==> config.mk <==
export PLATFORM = sky130hd
export DESIGN_NAME = rr_req_arbiter_flat
export DESIGN_NICKNAME = d
export VERILOG_FILES = /design/src/rtl/rr_req_arbiter_if.sv /design/src/rtl/rr_req_arbiter.sv /design/src/flat_wrapper.sv
export SDC_FILE = /design/constraint.sdc
export NUM_CORES = 1
export LEC_CHECK = 0
export BUFFER_PORTS_ARGS = -buffer_cell sky130_fd_sc_hd__buf_2
export CORE_MARGIN = 10
export CORE_UTILIZATION = 54
export CTS_BUF_LIST = sky130_fd_sc_hd__clkbuf_2 sky130_fd_sc_hd__clkbuf_4 sky130_fd_sc_hd__clkbuf_8
export CTS_CLUSTER_DIAMETER = 40
export CTS_CLUSTER_SIZE = 28
export DETAILED_ROUTE_END_ITERATION = 10
export PLACE_DENSITY = 0.76
export SYNTH_ARGS = -nofsm -noshare
export SYNTH_HDL_FRONTEND = slang
export SYNTH_SLANG_ARGS = --single-unit
==> constraint.sdc <==
create_clock -name clk -period 5.2 [get_ports clk]
set_input_delay 0.26 -clock clk [delete_from_list [all_inputs] [get_ports clk]]
set_output_delay 0.26 -clock clk [all_outputs]
set_load 0.02 [all_outputs]
==> src/rtl/rr_req_arbiter_if.sv <==
// Request/grant bundle between requesters and the round-robin arbiter.
// The master side drives req; the slave (the arbiter) returns the registered grant.
interface rr_req_arbiter_if #(
  parameter int N = 8
);
  logic [N-1:0] req;
  logic [N-1:0] gnt;
  logic         gnt_valid;
  logic         busy;
  logic         dbg_state;

  modport master (output req, input gnt, input gnt_valid, input busy, input dbg_state);
  modport slave  (input req, output gnt, output gnt_valid, output busy, output dbg_state);
endinterface

==> src/rtl/rr_req_arbiter.sv <==
// Registered round-robin arbiter feeding a one-hot encoder: gnt is one-hot or zero,
// gnt_valid is its enable, and an owner is preempted after MAX_HOLD cycles of contention.
module rr_req_arbiter #(
  parameter int N        = 8,
  parameter int MAX_HOLD = 4
) (
  input  logic           clk,
  input  logic           rst,
  rr_req_arbiter_if.slave bus
);
  // Handshake: req bits are level requests sampled every rising edge; a requester
  // owns the bus while its gnt bit is high and releases it by dropping its req bit.
  localparam int             IW       = (N > 1) ? $clog2(N) : 1;
  localparam logic [7:0]     MAX_H    = 8'(MAX_HOLD);
  localparam logic [IW-1:0]  LAST_RST = IW'(N - 1);

  typedef enum logic {IDLE = 1'b0, GRANT = 1'b1} state_t;

  state_t        state, state_n;
  logic [N-1:0]  gnt_q, gnt_n;
  logic          gnt_valid_q, busy_q;
  logic [7:0]    hold_cnt, hold_n;
  logic [IW-1:0] last_idx, last_n;
  logic [N-1:0]  owner_oh, others;

  // First set bit of r scanning upward from (from+1) with wrap-around.
  function automatic logic [IW-1:0] rr_pick(input logic [N-1:0] r, input logic [IW-1:0] from);
    logic [IW-1:0] pick;
    logic [IW-1:0] idx;
    logic          found;
    pick  = '0;
    found = 1'b0;
    for (int k = 1; k <= N; k++) begin
      idx = IW'((int'(from) + k) % N);
      if (!found && r[idx]) begin
        pick  = idx;
        found = 1'b1;
      end
    end
    return pick;
  endfunction

  function automatic logic [N-1:0] onehot(input logic [IW-1:0] i);
    logic [N-1:0] oh;
    oh    = '0;
    oh[i] = 1'b1;
    return oh;
  endfunction

  always_ff @(posedge clk) begin
    if (rst) begin
      state       <= IDLE;
      gnt_q       <= '0;
      gnt_valid_q <= 1'b0;
      busy_q      <= 1'b0;
      hold_cnt    <= 8'd0;
      last_idx    <= LAST_RST;
    end else begin
      state       <= state_n;
      gnt_q       <= gnt_n;
      gnt_valid_q <= |gnt_n;
      busy_q      <= (state_n == GRANT);
      hold_cnt    <= hold_n;
      last_idx    <= last_n;
    end
  end

  // While in GRANT the owner is always last_idx, since every new grant records it.
  always_comb begin
    state_n  = state;
    gnt_n    = gnt_q;
    hold_n   = hold_cnt;
    last_n   = last_idx;
    owner_oh = onehot(last_idx);
    others   = bus.req & ~owner_oh;
    case (state)
      IDLE: begin
        if (|bus.req) begin
          last_n  = rr_pick(bus.req, last_idx);
          gnt_n   = onehot(last_n);
          hold_n  = 8'd1;
          state_n = GRANT;
        end
      end
      GRANT: begin
        if (((bus.req & owner_oh) != '0) && ((others == '0) || (hold_cnt < MAX_H))) begin
          if (hold_cnt < MAX_H) hold_n = hold_cnt + 8'd1;
        end else if (others != '0) begin
          last_n = rr_pick(others, last_idx);
          gnt_n  = onehot(last_n);
          hold_n = 8'd1;
        end else begin
          gnt_n   = '0;
          hold_n  = 8'd0;
          state_n = IDLE;
        end
      end
      default: state_n = IDLE;
    endcase
  end

  always_comb begin
    bus.gnt       = gnt_q;
    bus.gnt_valid = gnt_valid_q;
    bus.busy      = busy_q;
    bus.dbg_state = state;
  end
endmodule

==> src/flat_wrapper.sv <==
// flat-port wrapper written by rule: the top's interface ports become plain ports
module rr_req_arbiter_flat 
#(
  parameter int N        = 8,
  parameter int MAX_HOLD = 4
)
  (clk, rst, bus_req, bus_gnt, bus_gnt_valid, bus_busy, bus_dbg_state);
  rr_req_arbiter_if #(.N(N)) bus_i ();
  input  logic clk;
  input  logic rst;
  input wire logic [$bits(bus_i.req)-1:0] bus_req;
  output wire logic [$bits(bus_i.gnt)-1:0] bus_gnt;
  output wire logic [$bits(bus_i.gnt_valid)-1:0] bus_gnt_valid;
  output wire logic [$bits(bus_i.busy)-1:0] bus_busy;
  output wire logic [$bits(bus_i.dbg_state)-1:0] bus_dbg_state;
  assign bus_i.req = bus_req;
  assign bus_gnt = bus_i.gnt;
  assign bus_gnt_valid = bus_i.gnt_valid;
  assign bus_busy = bus_i.busy;
  assign bus_dbg_state = bus_i.dbg_state;
  rr_req_arbiter #(.N(N), .MAX_HOLD(MAX_HOLD)) u_core (.clk(clk), .rst(rst), .bus(bus_i));
endmodule
==> out/metrics.csv <==
stage,metric,value,unit
status,status,"finished, final reports clean",
grt,grtUsageTotal,0.1930,
die,fp.dieH,91.85,um
final_layout,area_delta_synth_final,4.758,%
timing,fmax,247.2,MHz
critical_path,end_kind,flip-flop,
logic_synthesis,synth_cells,350,
critical_path,required,5330,ps
logic_synthesis,synth_edf_count,0,
die,rows,26,
logic_synthesis,ys_warn_count,0,
final_layout,final_layout_size_suffix_gt1_frac,0.1914,
critical_path,crit_type,reg -> reg,
die,initial_core_util,0.5529,
logic_synthesis,syn_nets,367,
critical_path,critPathArrivalTime,4180,ps
critical_path,path_max_fanout,21,
grt,antenna_found_initial,0,
clocking,cts_resized,0,
clocking,cts_inserted_buffers,3,
timing,layout_min_cycle_time,4045,ps
clocking,cts.path.max_buffers,2,
critical_path,crit_buf_inv,3,
clocking,numClockSinks,21,
clocking,cts_tree,yes,
final_layout,nets,368,
die,die_x,91.85,um
final_layout,fillers,488,
clocking,root_buffer,clkbuf_8,
critical_path,path_cells,"inv_1, ha_1, buf_4, inv_1, mux4_2, o211ai_1, mux2i_1, a21boi_0, o22ai_1, a211oi_1, nor4_1, a41oi_2",
final_layout,multi_input_area,2203,um^2
clocking,hold_buffers,0,
placement,dp.final_hpwl,6048,um
route,drt_pass1_iterations,5,
route,viasPerCell,6.893,
die,io_pins,21,
critical_path,cp_common_cell,inv_1,
route,drt-initial-drc-count,403,
timing,fin_worst_skew,5.379,ps
logic_synthesis,yosys_register_bits,21,
timing,rsz0062_at_grt,no,
logic_synthesis,synth_area,2788,um^2
route,post_drt_wl_per_cell,19.49,um
placement,placed_area,2872,um^2
grt,grt_max_degree,33,
grt,grt_pass1_wl,13850,um
die,die_area,8436,um^2
grt,grt_pass1_vias,2707,
logic_synthesis,synth-async-reset-ratio,0,
logic_synthesis,synthDistinctLibCells,67,
clocking,htree_num_levels,1,
timing,setup_viol,0,
route,ant_nets,0,
final_layout,antenna_cells,0,
job,max_cap_viol_count,0,
route,drc,0,
timing,drv_slew,0,
logic_synthesis,synth_ff_type,dfxtp_1,
route,vias,2895,
timing,slew_headroom,0.4295,
clocking,worstSkewPairLatency,270,ps
logic_synthesis,ys_seq_area_frac,0.1508,
timing,timing.setup.tns,0,ps
placement,io_buffers,20,
critical_path,crit_slowest_cell,mux4_2,
timing,hold_viol_final,0,
timing,period_share,0.7778,
die,core-area,5042,um^2
grt,grt.overflow.total,0,
critical_path,worst_setup_path_start_kind,flip-flop,
logic_synthesis,syn-mean-instance-area,7.965,um^2
final_layout,register_area,420.4,um^2
placement,gp_congestion,1.120,
worst_hold_path,hp-class,in -> reg,
clocking,cts_setup_buffers,0,
clocking,path_clk_slew,80,ps
critical_path,critPathTopFamily,compound AO/OA/AOI/OAI gates,
critical_path,cp_slowest_stage_delay,530,ps
timing,worst_pin_slew,850.0,ps
route,wl,8187,um
final_layout,final_cell_area,2920,um^2
==> cells in the final DEF (no fill, tap or decap), types with 10 or more instances in the layout <==
cell type | synthesis | layout
nor2_1 | 36 | 36
nand2_1 | 25 | 25
dfxtp_1 | 21 | 21
buf_2 | 8 | 20
a21oi_1 | 19 | 19
mux2i_1 | 18 | 18
o21ai_0 | 16 | 15
nor3_1 | 14 | 14
and2_1 | 14 | 14
mux4_2 | 14 | 14
mux2_2 | 14 | 14
nand3_1 | 10 | 10
==> cell usage after synthesis, types with 3 or more instances <==
library cell,instances,share of area
a21oi_1,19,0.034
inv_1,7,0.0094
o41ai_1,4,0.013
nand2_1,25,0.034
clkbuf_1,17,0.023
o211ai_1,6,0.016
a22oi_1,6,0.016
and2_1,14,0.031
mux4_2,14,0.11
a211oi_1,6,0.016
dfxtp_1,21,0.15
a32oi_1,3,0.0094
nor2b_1,6,0.013
mux2_2,14,0.057
a31oi_1,7,0.016
buf_2,8,0.014
o211a_1,3,0.011
mux2i_1,18,0.065
nand2b_1,7,0.016
o21ai_0,16,0.029
o22ai_1,3,0.0067
nand3_1,10,0.018
nor2_1,36,0.048
nor4_1,6,0.013
ha_1,7,0.031
a211o_1,3,0.0094
nor3_1,14,0.025
==> worst paths after layout <==
path / start / end / slack (ps) / cells past startpoint
worst min register to register: u_core.hold_cnt[3] / u_core.hold_cnt[3] / 470 / 1
worst max register to register: u_core.last_idx[0] / u_core.bus.gnt_valid / 1160 / 12
worst max-delay path: u_core.last_idx[0] / u_core.bus.gnt_valid / 1160 / 12
worst min-delay path: rst / u_core.bus.dbg_state / 360 / 2
==> per-layer routing <==
layer / up-vias / part of all wire / track usage / routed length, um
met4: 0 / 0.029 / 0.06941 / 241
met5: - / 0 / 0 / 0
li1: 1345 / - / - / -
met2: 166 / 0.46 / 0.3012 / 3744
met3: 28 / 0.081 / 0.02608 / 663
met1: 1356 / 0.43 / 0.2643 / 3538
==> final cells by class <==
type | instances | share of cell area
inverter | 8 | 0.01028
clock buffer | 3 | 0.01414
sequential | 21 | 0.1440
multi-input combinational | 293 | 0.7545
timing repair buffer | 24 | 0.04456
clock inverter | 1 | 0.002571
tap | 70 | 0.02999
==> per-stage QoR <==
stage	std cells	worst slack, ps	hold slack (ps)	util
4_1_cts	420	1170	349.1	0.5792
5_1_grt	420	823.9	374.0	0.5792
2_1_floorplan	350	1244	430.5	-
3_5_place_dp	416	1182	446.5	0.5695
6_report	420	1155	355.9	0.5792
3_3_place_gp	416	1190	443.3	0.5695
==> state kept, by name, indices dropped and copies added (netlist names) <==
signal and count:
u_core.bus.dbg_state 1, u_core.bus.gnt 8, u_core.bus.gnt_valid 1, u_core.hold_cnt 8
u_core.last_idx 3
==> logic make-up after synthesis <==
| logic type | count (synthesis) | share of synthesized area |
|---|---|---|
| adders and majority gates | 7 | 0.03142 |
| AOI/OAI and AO/OA | 101 | 0.2608 |
| xor gates and xnor gates | 3 | 0.009427 |
| muxes | 48 | 0.2437 |
| DFF | 21 | 0.1508 |
| buffers and inverters | 36 | 0.05880 |
| and+or+nand+nor | 134 | 0.2451 |
Power is not shown: default switching activity piles up to over one toggle a cycle in this logic, so the estimate is an artifact.
